## config.mk

```make
export PLATFORM = sky130hd
export DESIGN_NAME = mac_unit
export DESIGN_NICKNAME = d
export VERILOG_FILES = /design/src/rtl/mac_pkg.sv /design/src/rtl/mac_mult_stage.sv /design/src/rtl/mac_unit.sv
export SDC_FILE = /design/constraint.sdc
export NUM_CORES = 1
export LEC_CHECK = 0
export ABC_AREA = 1
export ABC_CLOCK_PERIOD_IN_PS = 2100
export CORE_MARGIN = 2
export CORE_UTILIZATION = 23
export DETAILED_ROUTE_END_ITERATION = 12
export SLEW_MARGIN = 10
export SYNTH_ARGS = -nofsm -noshare
export SYNTH_HDL_FRONTEND = slang
export SYNTH_SLANG_ARGS = --single-unit
export TNS_END_PERCENT = 20
```

## constraint.sdc

```tcl
create_clock -name clk -period 2.1 [get_ports clk]
set_input_delay 0.42 -clock clk [delete_from_list [all_inputs] [get_ports clk]]
set_output_delay 0.42 -clock clk [all_outputs]
set_load 0.1 [all_outputs]
```

## src/rtl/mac_pkg.sv

```systemverilog
// mac_pkg: shared width constants and accumulator type for the MAC datapath.
package mac_pkg;
  localparam int A_W = 16;
  localparam int B_W = 16;
  localparam int P_W = 32;
  typedef logic [P_W-1:0] acc_t;
endpackage

```

## src/rtl/mac_mult_stage.sv

```systemverilog
// mac_mult_stage: registers the full product, carry-in, load flag and a valid bit under CE.
module mac_mult_stage
  import mac_pkg::*;
#(
  parameter int A_WIDTH = A_W,
  parameter int B_WIDTH = B_W,
  parameter int P_WIDTH = P_W
) (
  input  logic               clk,
  input  logic               rst_n,
  input  logic               ce,
  input  logic               ci,
  input  logic               load,
  input  logic [A_WIDTH-1:0] a,
  input  logic [B_WIDTH-1:0] b,
  output logic [P_WIDTH-1:0] prod_r,
  output logic               ci_r,
  output logic               load_r,
  output logic               v_r
);
  always_ff @(posedge clk or negedge rst_n)
    if (!rst_n) begin
      prod_r <= '0;
      ci_r   <= 1'b0;
      load_r <= 1'b0;
      v_r    <= 1'b0;
    end else if (ce) begin
      prod_r <= P_WIDTH'(a) * P_WIDTH'(b);
      ci_r   <= ci;
      load_r <= load;
      v_r    <= 1'b1;
    end
endmodule

```

## src/rtl/mac_unit.sv

```systemverilog
// mac_unit: pipelined unsigned multiply-accumulate with CE, carry-in and restart-load.
// Define MAC_SAT_EN to add a sticky ovf output and saturating accumulation.
module mac_unit
  import mac_pkg::*;
#(
  parameter int A_WIDTH = A_W,
  parameter int B_WIDTH = B_W,
  parameter int P_WIDTH = P_W
) (
  input  logic               clk,
  input  logic               rst_n,
  input  logic               CE,
  input  logic               ci,
  input  logic               load,
  input  logic [A_WIDTH-1:0] a,
  input  logic [B_WIDTH-1:0] b,
  output logic [P_WIDTH-1:0] p
`ifdef MAC_SAT_EN
  ,
  output logic               ovf
`endif
);
`ifdef MAC_SAT_EN
  localparam int SW = P_WIDTH + 1;
`else
  localparam int SW = P_WIDTH;
`endif
  logic [P_WIDTH-1:0] prod_r;
  logic               ci_r, load_r, v_r;
  logic [SW-1:0]      sum;
  mac_mult_stage #(.A_WIDTH(A_WIDTH), .B_WIDTH(B_WIDTH), .P_WIDTH(P_WIDTH)) u_mult (
    .clk(clk), .rst_n(rst_n), .ce(CE), .ci(ci), .load(load), .a(a), .b(b),
    .prod_r(prod_r), .ci_r(ci_r), .load_r(load_r), .v_r(v_r)
  );
  // a load sample discards the old accumulator instead of adding to it
  always_comb sum = SW'(load_r ? '0 : p) + SW'(prod_r) + SW'(ci_r);
`ifdef MAC_SAT_EN
  always_ff @(posedge clk or negedge rst_n)
    if (!rst_n) begin
      p   <= '0;
      ovf <= 1'b0;
    end else if (CE && v_r) begin
      p   <= sum[P_WIDTH] ? '1 : sum[P_WIDTH-1:0];
      ovf <= sum[P_WIDTH] | (ovf & ~load_r);
    end
`else
  always_ff @(posedge clk or negedge rst_n)
    if (!rst_n) p <= '0;
    else if (CE && v_r) p <= sum;
`endif
endmodule

```

== Word-level counts from Yosys, hierarchy flattened ==
Cells that the tools add are included.

* Add/sub/neg operators: 2
* Multipliers: 1
* Divide/modulo/power cells: 0
* Order comparisons: 0
* Equality and inequality tests: 0
* Shift-type cells: 0
* Mux-type cells: 1
* Bitwise logic cells: 0
* Reduce and logical (&&, ||, !) cells: 1

{| class="wikitable"
|+ Operator list
! cell !! count
|-
| $add 32x1->32 || 1
|-
| $add 32x32->32 || 1
|-
| $mul 16x16->32 || 1
|-
| $mux 32 || 1
|-
| $logic_and 1x1->1 || 1
|}

* Bits in registers: 67
* Latch bits: 0
* Bits in writable memories: 0
* Memory bits (read-only): 0
* Input bits: 37
* Output and inout port bits: 32
* Word-level logic and storage cells: 10
* Memories: 0

== Logic depth before layout (Yosys ltp) ==
Gate-level depths: netlist (run 1).

* Depth after elaboration: 3
* Gate-level depth with buffers: 26
* Gate-level depth less buffers: 24

== Hierarchy ==
From an unflattened synthesis (run 1), not the netlist that was laid out.

* Cell total of the unflattened synthesis: 2169
* Area, all modules: 14528.9 um^2

{| class="wikitable"
|+ By module, submodules not included
! module !! instances !! cells an instance !! area each (um^2) !! sequential area each (um^2)
|-
| mac_mult_stage || 1 || 1492 || 10751.6 || 875.8
|-
| mac_unit || 1 || 677 || 3777.4 || 800.8
|}

== Least setup slack after synthesis (run 1) ==
No wires, ideal clock.

* Path type: input-to-reg
* Start: input b[1]
* End: register u_mult.prod_r[21]
* Setup time: 0.117 ns
* Arrival: 5.248 ns
* Required time: 1.983 ns
* Slack: -3.266 ns
* Cell stages on the path: 21
* Buffers on the path: 2
* Path through: clkbuf_1 > clkbuf_1 > nand2_1 > fa_1 > fa_1 > fa_1 > fa_1 > inv_1 > fa_1 > inv_1 > fa_1 > inv_1 > ha_1 > nand2_1 > inv_1 > a21oi_1 > nand3_2 > nand3_1 > nand3b_1 > nand3_1 > nand2_1

* Word-level cells in the longest chain between the ends: 1

{| class="wikitable"
|+ RTL lines
! element !! line !! RTL
|-
| from (decl) || mac_unit.sv:16 || <nowiki>input logic [B_WIDTH-1:0] b,</nowiki>
|-
| $mul 16x16->32 || mac_mult_stage.sv:28 || <nowiki>prod_r <= P_WIDTH'(a) * P_WIDTH'(b);</nowiki>
|-
| to (signal assigned) || mac_mult_stage.sv:28 ||
|-
| to (decl) || mac_mult_stage.sv:16 || <nowiki>output logic [P_WIDTH-1:0] prod_r,</nowiki>
|}

Every way passes these cells.
A chain may end at the register's enable or synchronous reset.

== Worst setup path in the final report (run 1) ==
* Start: input a[7]
* End: register u_mult.prod_r[28]

* Word-level cells in the longest chain between the ends: 1

{| class="wikitable"
|+ RTL lines
! element !! line !! RTL
|-
| from (decl) || mac_unit.sv:15 || <nowiki>input logic [A_WIDTH-1:0] a,</nowiki>
|-
| $mul 16x16->32 || mac_mult_stage.sv:28 ||
|}

Every way passes these cells.

==> impl_metrics.xml, run 1 <==
<?xml version="1.0" encoding="UTF-8"?>
<metrics>
  <group name="placed_design">
    <metric name="post_dp_cell_area" unit="µm²">17900</metric>
    <metric name="detailedPlace.worstSlack" unit="ns">-3.62</metric>
    <metric name="portBuffers" unit="">68</metric>
    <metric name="place.detailed.instances" unit="">3200</metric>
    <metric name="gp_congestion" unit="">0.873</metric>
    <metric name="post-dp-hpwl" unit="µm">34400</metric>
  </group>
  <group name="floorplanning">
    <metric name="die_h" unit="µm">255</metric>
    <metric name="fp.dieArea" unit="µm²">65100</metric>
    <metric name="initial_utilization" unit="%">23.1</metric>
    <metric name="design.core.area" unit="µm²">62700</metric>
    <metric name="io_pins" unit="">69</metric>
    <metric name="fp.dieW" unit="µm">255</metric>
    <metric name="rows" unit="">92</metric>
  </group>
  <group name="routing">
    <metric name="top_signal_layer_used" unit="">met5</metric>
    <metric name="routed_length_on_met3" unit="µm">1920</metric>
    <metric name="detail_route.drc_violations" unit="">0</metric>
    <metric name="detail_route.vias_per_cell" unit="">4.14</metric>
    <metric name="detail_route.wirelength.met1" unit="µm">20200</metric>
    <metric name="detail-route-antenna-nets" unit="">0</metric>
    <metric name="routed_wirelength_normalized_by_instance_count" unit="µm">13.3</metric>
    <metric name="vias" unit="">13600</metric>
    <metric name="wl_met2" unit="µm">21000</metric>
    <metric name="wirelength" unit="µm">44000</metric>
    <metric name="initialDrtViolationCount" unit="">852</metric>
    <metric name="drt_pre_antenna_iters" unit="">5</metric>
  </group>
  <group name="sta">
    <metric name="timing.max_slew.rel_slack" unit="%">69.0</metric>
    <metric name="final.setup.worst_slack" unit="ns">-2.84</metric>
    <metric name="timing.fmax" unit="MHz">202</metric>
    <metric name="setup_viol" unit="">40</metric>
    <metric name="fin_crit_sh" unit="%">235</metric>
    <metric name="max_slew.worst_pin.slew" unit="ns">0.465</metric>
    <metric name="grt_setup_unrepaired" unit="">yes</metric>
    <metric name="max_clock_skew" unit="ns">0.00876</metric>
    <metric name="final-hold-violation-count" unit="">0</metric>
    <metric name="timing_max_transition_violations_final" unit="">0</metric>
    <metric name="finalWorstPathRequiredPeriod" unit="ns">4.94</metric>
  </group>
  <group name="critical_path">
    <metric name="timing.critical_path.arrival" unit="ns">5.18</metric>
    <metric name="crit_fanout" unit="">4</metric>
    <metric name="worstSetupEndpointType" unit="">register</metric>
    <metric name="startpoint_class_of_the_critical_path" unit="">input port</metric>
    <metric name="critPathKind" unit="">input port to register</metric>
    <metric name="cp-startpoint" unit="">a[7]</metric>
    <metric name="crit_path_max_incr_delay" unit="ns">0.54</metric>
    <metric name="rr_endpoint" unit="">p[28]$_DFFE_PN0P_</metric>
    <metric name="worstRegToRegCells" unit="">13</metric>
    <metric name="rr_startpoint" unit="">u_mult.load_r$_DFFE_PN0P_</metric>
    <metric name="setup.reg_to_reg.worst_slack" unit="ns">-0.09</metric>
    <metric name="wp_data_required" unit="ns">2.34</metric>
    <metric name="slowest_stage" unit="">fa_2</metric>
    <metric name="crit_path_frequent_cell" unit="">inv_2</metric>
  </group>
  <group name="yosys">
    <metric name="synth-seq-cells" unit="">67</metric>
    <metric name="synth-async-reset-ratio" unit="%">100</metric>
    <metric name="netlist_instances" unit="">2173</metric>
    <metric name="average_cell_area_after_synthesis" unit="µm²">6.68</metric>
    <metric name="yosysWarningCount" unit="">0</metric>
    <metric name="synth_top_area_share" unit="%">27.0</metric>
    <metric name="seq_area_frac_synth" unit="%">11.6</metric>
    <metric name="netlist_area" unit="µm²">14500</metric>
    <metric name="syn_nets" unit="">2540</metric>
    <metric name="yosys-top-cells-area" unit="">fa_1 (27%), nand2_1 (19%), inv_1 (16%)</metric>
    <metric name="yosys.cell_types.count" unit="">34</metric>
    <metric name="synth_ff_type" unit="">dfrtp_1</metric>
    <metric name="synth.largest_area_cell" unit="">fa_1</metric>
    <metric name="synth_edf_count" unit="">0</metric>
  </group>
  <group name="outcome">
    <metric name="violations" unit="">setup timing</metric>
    <metric name="status" unit="">finished with violations</metric>
  </group>
  <group name="finish">
    <metric name="area_growth" unit="%">39.0</metric>
    <metric name="final_common_cell" unit="">nand2_1</metric>
    <metric name="final-instance-count-excl-fill" unit="">3297</metric>
    <metric name="final_instance_area" unit="µm²">20200</metric>
    <metric name="share_of_post_route_cells_with_drive_strength_above_1" unit="%">27.3</metric>
    <metric name="top_library_cells_by_usage_in_the_layout_fill_and_taps_aside" unit="">nand2_1 (641), inv_1 (531), buf_4 (237), fa_1 (182), ha_1 (107)</metric>
    <metric name="antenna_cells_inserted" unit="">0</metric>
    <metric name="final_net_count" unit="">2813</metric>
  </group>
  <group name="job">
    <metric name="drv_cap" unit="">0</metric>
  </group>
  <group name="clock_tree">
    <metric name="cts_tree" unit="">built</metric>
    <metric name="cts-root-buf" unit="">clkbuf_16</metric>
    <metric name="max-clock-path-buffers" unit="">2</metric>
    <metric name="cts-buffers-inserted" unit="">9</metric>
    <metric name="htreeDepth" unit="">3</metric>
    <metric name="count_of_hold_fix_buffers_inserted_at_cts" unit="">0</metric>
    <metric name="cts.clk_slew.worst_paths" unit="ns">0.06</metric>
    <metric name="total_number_of_clock_tree_sinks" unit="">67</metric>
    <metric name="worst_skew_pair.late_latency" unit="ns">0.35</metric>
  </group>
  <group name="grt">
    <metric name="grt_start_max_net_pins" unit="">41</metric>
    <metric name="grt_pass1_wl" unit="µm">71600</metric>
    <metric name="grt_antenna_before_repair" unit="">1</metric>
    <metric name="global_route_total_overflow" unit="">0</metric>
    <metric name="first_global_vias" unit="">13700</metric>
    <metric name="overall_routing_resource_usage" unit="%">13.8</metric>
  </group>
  <group name="worst_hold_path">
    <metric name="hold_crit_class" unit="">input port to async pin</metric>
  </group>
</metrics>
-- synth_stat cells (4+ instances only) --
cell,count
xnor2_1,24
nand2_1,739
inv_1,601
ha_1,134
xor2_1,4
buf_2,4
a21oi_1,44
nand2_2,13
nand3b_1,7
nand4_1,7
dfrtp_1,67
nand3_2,7
nor3_1,4
o21ai_1,9
nand3_1,82
nor2_1,100
fa_1,196
o21bai_1,6
o21ai_0,32
clkbuf_1,75
-- registers in the layout, indices dropped and copies added (netlist names) --
signal         cells
p                 32
u_mult.ci_r        1
u_mult.load_r      1
u_mult.prod_r     32
u_mult.v_r         1
-- metal layers --
metal	global-route usage, %	vias up
li1	-	6790
met1	18.9	6479
met2	23.9	301
met3	0.966	67
met4	2.89	2
met5	0	-
-- per-stage QoR --
step,utilization (%),TNS [ns],hold slack (ns)
after floorplan,-,-79.33,0.124
after global placement,28.5,-95.81,0.400
after detailed placement,28.5,-97.05,0.395
after CTS,31.1,-72.85,0.0250
after global routing,32.2,-80.16,0.0423
final,32.2,-72.13,0.0220
-- repair_timing --
| item | in CTS | in global routing |
|---|---|---|
| gates resized for setup | 287 | 240 |
| hold endpoints to repair | 0 | 0 |
| endpoints found under the setup margin | 52 | 56 |
| cloned | 10 | 0 |
| buffers inserted | 60 | 18 |
| pin swaps | 104 | 140 |
-- cell families after synthesis --
family | share of synthesized area, %
DFF | 11.6
xor gates and xnor gates | 1.69
AOI/OAI and AO/OA | 3.48
adders and majority gates | 38.6
and+or+nand+nor | 27.0
buffers and inverters | 17.7
-- worst max path at each step --
stage                                    end  slack, ns
5_1_grt        u_mult.prod_r[28]$_DFFE_PN0P_      -3.01
3_5_place_dp   u_mult.prod_r[28]$_DFFE_PN0P_      -3.62
6_report       u_mult.prod_r[28]$_DFFE_PN0P_      -2.84
3_3_place_gp   u_mult.prod_r[28]$_DFFE_PN0P_      -3.61
2_1_floorplan  u_mult.prod_r[26]$_DFFE_PN0P_      -2.90
4_1_cts        u_mult.prod_r[30]$_DFFE_PN0P_      -2.85
-- critical path: cells and delay by family --
| family | cells | cell delay, ns |
|---|---|---|
| and+or+nand+nor | 10 | 0.74 |
| adders and majority gates | 7 | 3.25 |
| buffers and inverters | 10 | 0.74 |
-- cell type report --
cell class,instances,area [µm²]
fillers,6607,42600
clock inverters,7,76.3
flip-flops and latches,67,1680
multi-input cells,1423,11500
repair buffers,342,3320
clock buffers,9,225
well taps,846,1060
inverters,603,2280
Power of run 1 is left out: the tool's default activity adds up to more than one toggle a clock period on the data nets, which glitch-free logic cannot reach.
==> inputs of run 2 (changes only) <==
GPL_TIMING_DRIVEN = 0   (was unset)
==> run 2 against run 1 <==
The flow still finishes with violations (setup timing). Non-clock buffer count fell by 164. Register-to-register slack got worse by 0.20 ns. Cell area fell by 8.0%. Utilization fell by 2.6 points. Hold slack improved by 0.37 ns. Final cell count fell by 5.0%. Critical endpoint is now u_mult.prod_r[18]$_DFFE_PN0P_.
==> impl_metrics.xml, run 2 (synthesized netlist as in run 1, its figures left out) <==
<?xml version="1.0" encoding="UTF-8"?>
<metrics>
  <group name="outcome">
    <metric name="status" unit="">finished with violations</metric>
    <metric name="violations" unit="">setup timing</metric>
  </group>
  <group name="worst_hold_path">
    <metric name="hold_crit_class" unit="">input port to register</metric>
    <metric name="hold_path_startpoint" unit="">a[0]</metric>
    <metric name="worstHoldEndpoint" unit="">u_mult.prod_r[0]$_DFFE_PN0P_</metric>
    <metric name="holdPathStages" unit="">3</metric>
  </group>
  <group name="finish">
    <metric name="finish.utilization" unit="%">29.6</metric>
    <metric name="largest_registers" unit="">p: 32 flops, u_mult.prod_r: 32 flops</metric>
    <metric name="share_of_post_route_cells_with_drive_strength_above_1" unit="%">15.7</metric>
    <metric name="final_common_cell" unit="">nand2_1</metric>
    <metric name="top_library_cells_by_usage_in_the_layout_fill_and_taps_aside" unit="">nand2_1 (678), inv_1 (573), fa_1 (186), ha_1 (115), nor2_1 (80)</metric>
    <metric name="final_instance_area" unit="µm²">18600</metric>
    <metric name="area_growth" unit="%">27.8</metric>
    <metric name="antenna_cells_inserted" unit="">0</metric>
    <metric name="final_net_count" unit="">2649</metric>
  </group>
  <group name="critical_path">
    <metric name="critPathKind" unit="">input port to register</metric>
    <metric name="wp_data_required" unit="ns">2.32</metric>
    <metric name="worstSetupEndpointType" unit="">register</metric>
    <metric name="rr_endpoint" unit="">p[24]$_DFFE_PN0P_</metric>
    <metric name="startpoint_class_of_the_critical_path" unit="">input port</metric>
    <metric name="timing.critical_path.arrival" unit="ns">5.24</metric>
    <metric name="rr_startpoint" unit="">u_mult.load_r$_DFFE_PN0P_</metric>
    <metric name="worstRegToRegCells" unit="">14</metric>
    <metric name="crit_fanout" unit="">7</metric>
    <metric name="setup.reg_to_reg.worst_slack" unit="ns">-0.29</metric>
  </group>
  <group name="clock_tree">
    <metric name="cts-buffers-inserted" unit="">9</metric>
    <metric name="htreeDepth" unit="">3</metric>
    <metric name="max-clock-path-buffers" unit="">2</metric>
    <metric name="worst_skew_pair.late_latency" unit="ns">0.35</metric>
    <metric name="cts_tree" unit="">built</metric>
    <metric name="cts.clk_slew.worst_paths" unit="ns">0.06</metric>
    <metric name="total_number_of_clock_tree_sinks" unit="">67</metric>
    <metric name="cts-root-buf" unit="">clkbuf_16</metric>
  </group>
  <group name="sta">
    <metric name="max_clock_skew" unit="ns">0.00916</metric>
    <metric name="timing.fmax" unit="MHz">199</metric>
    <metric name="timing.max_slew.rel_slack" unit="%">32.9</metric>
    <metric name="grt_setup_unrepaired" unit="">yes</metric>
    <metric name="fin_crit_sh" unit="%">239</metric>
    <metric name="timing_max_transition_violations_final" unit="">0</metric>
    <metric name="finalWorstPathRequiredPeriod" unit="ns">5.02</metric>
    <metric name="final.setup.worst_slack" unit="ns">-2.92</metric>
    <metric name="final-hold-violation-count" unit="">0</metric>
    <metric name="final.setup.tns" unit="ns">-73.27</metric>
    <metric name="max_slew.worst_pin.slew" unit="ns">1.01</metric>
    <metric name="setup_viol" unit="">50</metric>
  </group>
  <group name="placed_design">
    <metric name="detailedPlace.worstSlack" unit="ns">-3.69</metric>
    <metric name="portBuffers" unit="">35</metric>
    <metric name="post_dp_cell_area" unit="µm²">16500</metric>
    <metric name="post-dp-hpwl" unit="µm">35700</metric>
    <metric name="gp_congestion" unit="">0.887</metric>
  </group>
  <group name="grt">
    <metric name="grt_start_max_net_pins" unit="">52</metric>
    <metric name="overall_routing_resource_usage" unit="%">13.7</metric>
    <metric name="grt_pass1_wl" unit="µm">69800</metric>
    <metric name="first_global_vias" unit="">13200</metric>
    <metric name="grt_antenna_before_repair" unit="">0</metric>
    <metric name="global_route_total_overflow" unit="">0</metric>
  </group>
  <group name="floorplanning">
    <metric name="design.core.area" unit="µm²">62700</metric>
    <metric name="die_h" unit="µm">255</metric>
    <metric name="io_pins" unit="">69</metric>
    <metric name="fp.dieW" unit="µm">255</metric>
    <metric name="initial_utilization" unit="%">23.1</metric>
    <metric name="fp.dieArea" unit="µm²">65100</metric>
    <metric name="rows" unit="">92</metric>
  </group>
  <group name="routing">
    <metric name="initialDrtViolationCount" unit="">664</metric>
    <metric name="detail_route.vias_per_cell" unit="">4.14</metric>
    <metric name="detail_route.drc_violations" unit="">0</metric>
    <metric name="wirelength" unit="µm">43000</metric>
    <metric name="vias" unit="">13000</metric>
    <metric name="detail-route-antenna-nets" unit="">0</metric>
    <metric name="routed_wirelength_normalized_by_instance_count" unit="µm">13.7</metric>
    <metric name="drt_pre_antenna_iters" unit="">5</metric>
  </group>
  <group name="job">
    <metric name="drv_cap" unit="">0</metric>
  </group>
</metrics>
## run 2: per-layer routing
metal	track usage [%]	vias to the layer above	share of wire (%)
met2	23.4	256	47
met5	0	-	0
met4	3.09	0	2.1
met3	1.60	51	4.5
met1	18.4	6183	46
li1	-	6468	-
## run 2: metrics by stage
| step | cells | hold WS [ns] |
|---|---|---|
| 4_1_cts | 3123 | 0.395 |
| 5_1_grt | 3133 | 0.449 |
| 2_1_floorplan | 2173 | 0.124 |
| 3_5_place_dp | 3055 | 0.311 |
| 6_report | 3133 | 0.393 |
| 3_3_place_gp | 3054 | 0.454 |
## run 2: worst max path at each step
stage,start,endpoint,slack (ns)
after CTS,b[5],u_mult.prod_r[30]$_DFFE_PN0P_,-2.89
final,b[1],u_mult.prod_r[18]$_DFFE_PN0P_,-2.92
after global placement,a[3],u_mult.prod_r[30]$_DFFE_PN0P_,-3.65
after detailed placement,a[1],u_mult.prod_r[26]$_DFFE_PN0P_,-3.69
after global routing,b[4],u_mult.prod_r[26]$_DFFE_PN0P_,-3.11
after floorplan,b[4],u_mult.prod_r[26]$_DFFE_PN0P_,-2.90
## run 2: layout make-up
class	count	area, µm²
clock inverters	7	76.3
well taps	846	1060
inverters	603	2270
multi-input cells	1423	11100
repair buffers	98	848
clock buffers	9	225
plain buffers	80	1280
flip-flops and latches	67	1680
fillers	6815	44200
## run 2: critical path, stage by stage
cell and delay [ns]:
clkbuf_8 0.13, clkbuf_8 0.16, buf_4 0.11, nand2_1 0.06, fa_1 0.52, fa_2 0.59, inv_2 0.04, fa_1 0.53
fa_1 0.44, fa_1 0.52, inv_1 0.05, fa_1 0.48, inv_2 0.04, ha_4 0.31, nand2_4 0.07, inv_2 0.06
nand2_2 0.06, nor3_2 0.12, nand2_1 0.10, nand2_2 0.10, buf_4 0.12, xnor2_2 0.11, o21ai_1 0.08
## run 2: what timing repair did
action                     CTS  global route
resized for setup          249            76
hold buffers                 1             0
setup buffers               51            10
pin swaps                   76            75
setup endpoints to repair   89            54
hold endpoints to repair    16             0
Power of run 2 is left out for the same reason.
==> inputs of run 3 (changes only) <==
CORE_UTILIZATION = 35   (was 23)
==> run 3 against run 2 <==
The flow finishes with violations (hold timing, setup timing). Register-to-register slack better by 0.12 ns. Non-clock buffer count up 4. Sequential share of layout area grew 0.086 points. Utilization up 15 points. Critical path depth unchanged. Via count increased by 0.50%. Global-route usage increased by 6.3 points. Cell area fell by 0.94%. Worst setup slack got worse by 0.013 ns.
==> impl_metrics.xml, run 3 (synthesized netlist as in run 1, its figures left out) <==
<?xml version="1.0" encoding="UTF-8"?>
<metrics>
  <group name="clock_tree">
    <metric name="cts-root-buf" unit="">clkbuf_16</metric>
    <metric name="worst_skew_pair.late_latency" unit="ns">0.34</metric>
    <metric name="max-clock-path-buffers" unit="">2</metric>
    <metric name="count_of_hold_fix_buffers_inserted_at_cts" unit="">0</metric>
    <metric name="cts-buffers-inserted" unit="">9</metric>
    <metric name="htreeDepth" unit="">3</metric>
    <metric name="cts.clk_slew.worst_paths" unit="ns">0.06</metric>
    <metric name="total_number_of_clock_tree_sinks" unit="">67</metric>
    <metric name="cts_tree" unit="">built</metric>
  </group>
  <group name="placed_design">
    <metric name="post-dp-hpwl" unit="µm">35100</metric>
    <metric name="gp_congestion" unit="">0.898</metric>
    <metric name="portBuffers" unit="">35</metric>
  </group>
  <group name="critical_path">
    <metric name="crit_path_max_incr_delay" unit="ns">0.60</metric>
    <metric name="critPathKind" unit="">input port to register</metric>
    <metric name="crit_fanout" unit="">10</metric>
    <metric name="timing.critical_path.arrival" unit="ns">5.25</metric>
    <metric name="startpoint_class_of_the_critical_path" unit="">input port</metric>
    <metric name="wp_data_required" unit="ns">2.32</metric>
    <metric name="slowest_stage" unit="">fa_2</metric>
    <metric name="cp_cell_sequence" unit="">clkbuf_8 &gt; clkbuf_16 &gt; nand2_1 &gt; fa_1 &gt; fa_2 &gt; fa_2 &gt; fa_1 &gt; inv_1 &gt; fa_1 &gt; inv_1 &gt; fa_1 &gt; inv_2 &gt; ha_4 &gt; nand2_1 &gt; nand2_2 &gt; nand2_2 &gt; nand2_2 &gt; buf_6 &gt; a21oi_2 &gt; nand2_2 &gt; buf_6 &gt; xnor2_4 &gt; o21ai_1</metric>
    <metric name="worstSetupEndpointType" unit="">register</metric>
  </group>
  <group name="sta">
    <metric name="whs" unit="ns">-0.000917</metric>
    <metric name="max_clock_skew" unit="ns">0.00749</metric>
    <metric name="fin_crit_sh" unit="%">240</metric>
    <metric name="max_slew.worst_pin.slew" unit="ns">0.962</metric>
    <metric name="timing.fmax" unit="MHz">199</metric>
    <metric name="finalWorstPathRequiredPeriod" unit="ns">5.04</metric>
    <metric name="timing_max_transition_violations_final" unit="">0</metric>
    <metric name="timing.max_slew.rel_slack" unit="%">36.1</metric>
    <metric name="final-hold-violation-count" unit="">1</metric>
    <metric name="final.setup.worst_slack" unit="ns">-2.94</metric>
    <metric name="setup_viol" unit="">40</metric>
    <metric name="grt_setup_unrepaired" unit="">yes</metric>
  </group>
  <group name="outcome">
    <metric name="status" unit="">finished with violations</metric>
    <metric name="violations" unit="">hold timing, setup timing</metric>
  </group>
  <group name="grt">
    <metric name="grt_start_max_net_pins" unit="">41</metric>
    <metric name="overall_routing_resource_usage" unit="%">20.0</metric>
    <metric name="grt_pass1_wl" unit="µm">68600</metric>
    <metric name="global_route_total_overflow" unit="">0</metric>
    <metric name="grt_antenna_before_repair" unit="">0</metric>
    <metric name="first_global_vias" unit="">13300</metric>
  </group>
  <group name="floorplanning">
    <metric name="initial_utilization" unit="%">35.5</metric>
    <metric name="io_pins" unit="">69</metric>
    <metric name="die_h" unit="µm">208</metric>
    <metric name="fp.dieW" unit="µm">208</metric>
    <metric name="rows" unit="">74</metric>
    <metric name="fp.dieArea" unit="µm²">43100</metric>
    <metric name="design.core.area" unit="µm²">40900</metric>
  </group>
  <group name="finish">
    <metric name="final_common_cell" unit="">nand2_1</metric>
    <metric name="final_net_count" unit="">2653</metric>
    <metric name="finish.utilization" unit="%">44.9</metric>
    <metric name="fillerInstances" unit="">4160</metric>
    <metric name="largest_registers" unit="">p: 32 flops, u_mult.prod_r: 32 flops</metric>
    <metric name="area_growth" unit="%">26.6</metric>
    <metric name="antenna_cells_inserted" unit="">0</metric>
    <metric name="share_of_post_route_cells_with_drive_strength_above_1" unit="%">17.0</metric>
    <metric name="top_library_cells_by_usage_in_the_layout_fill_and_taps_aside" unit="">nand2_1 (673), inv_1 (568), fa_1 (185), ha_1 (105), nor2_1 (78)</metric>
  </group>
  <group name="routing">
    <metric name="detail-route-antenna-nets" unit="">0</metric>
    <metric name="detail_route.drc_violations" unit="">0</metric>
    <metric name="detail_route.vias_per_cell" unit="">4.61</metric>
    <metric name="routed_wirelength_normalized_by_instance_count" unit="µm">15.0</metric>
    <metric name="wirelength" unit="µm">42400</metric>
    <metric name="drt_pre_antenna_iters" unit="">5</metric>
    <metric name="initialDrtViolationCount" unit="">720</metric>
    <metric name="vias" unit="">13000</metric>
  </group>
  <group name="worst_hold_path">
    <metric name="hold_crit_class" unit="">input port to async pin</metric>
  </group>
  <group name="job">
    <metric name="drv_cap" unit="">0</metric>
  </group>
</metrics>
==> run 3: cell types whose count changed in the layout (fill, tap and decap cells not counted), moves of 4 or more <==
cell      change
ha_2          +7
nor2_2        +4
clkbuf_8      -5
ha_1         -10
inv_2         +7
buf_4         -4
inv_1         -5
nand2_1       -5
buf_12       +11
nand3_2       -4
nand3_1       +4
==> run 3: metal layers <==
layer	part of all wire [%]	global-route usage [%]	wire length (µm)
met1	45	25.9	19000
met2	48	34.0	20200
met3	4.9	3.06	2060
met4	2.9	6.43	1230
met5	0	0	0
==> run 3: final timing paths <==
path | slack (ns) | depth (start not counted) | from | to
worst min-delay path | -0.0009 | 1 | rst_n | u_mult.ci_r$_DFFE_PN0P_
worst max-delay path | -2.94 | 23 | a[8] | u_mult.prod_r[18]$_DFFE_PN0P_
worst min register to register | 0.47 | 1 | u_mult.v_r$_DFFE_PN0P_ | u_mult.v_r$_DFFE_PN0P_
worst max register to register | -0.17 | 14 | u_mult.load_r$_DFFE_PN0P_ | p[20]$_DFFE_PN0P_
min in group clk | 0.43 | 3 | a[0] | u_mult.prod_r[0]$_DFFE_PN0P_
max in group asynchronous | 1.56 | 2 | rst_n | u_mult.prod_r[23]$_DFFE_PN0P_
==> run 3: timing repair <==
item | in CTS | in global routing
buffers inserted | 58 | 8
endpoints found under the setup margin | 87 | 54
gates cloned | 0 | 0
endpoints found under the hold margin | 0 | 0
pin swaps | 69 | 40
gates resized for setup | 237 | 109
==> run 3: layout make-up <==
class / count / area (µm²) / share of cell area, %
Clock buffer: 9 / 225 / 1.23
Clock inverter: 7 / 100 / 0.545
Multi-Input combinational cell: 1423 / 11200 / 60.9
Tap cell: 532 / 666 / 3.62
Sequential cell: 67 / 1680 / 9.13
Buffer: 80 / 1270 / 6.89
Timing Repair Buffer: 102 / 988 / 5.38
Inverter: 603 / 2270 / 12.3
==> run 3: worst max-delay path, delay by kind of cell <==
kind	cells	cell delay, ns
fa+ha+maj	7	3.26
buf+inv	7	0.75
simple gates	6	0.45
compound gates	2	0.20
xor+xnor	1	0.16
==> run 3: through the flow <==
step           instances  setup TNS (ns)  area (µm²)  worst slack [ns]
2_1_floorplan       2173          -79.33       15100             -2.90
3_3_place_gp        2740         -209.53       16100             -3.75
3_5_place_dp        2741         -101.31       16100             -3.77
4_1_cts             2815          -72.76       18000             -2.93
5_1_grt             2823          -79.99       18400             -3.12
6_report            2823          -72.62       18400             -2.94
Power of run 3 is left out for the same reason.
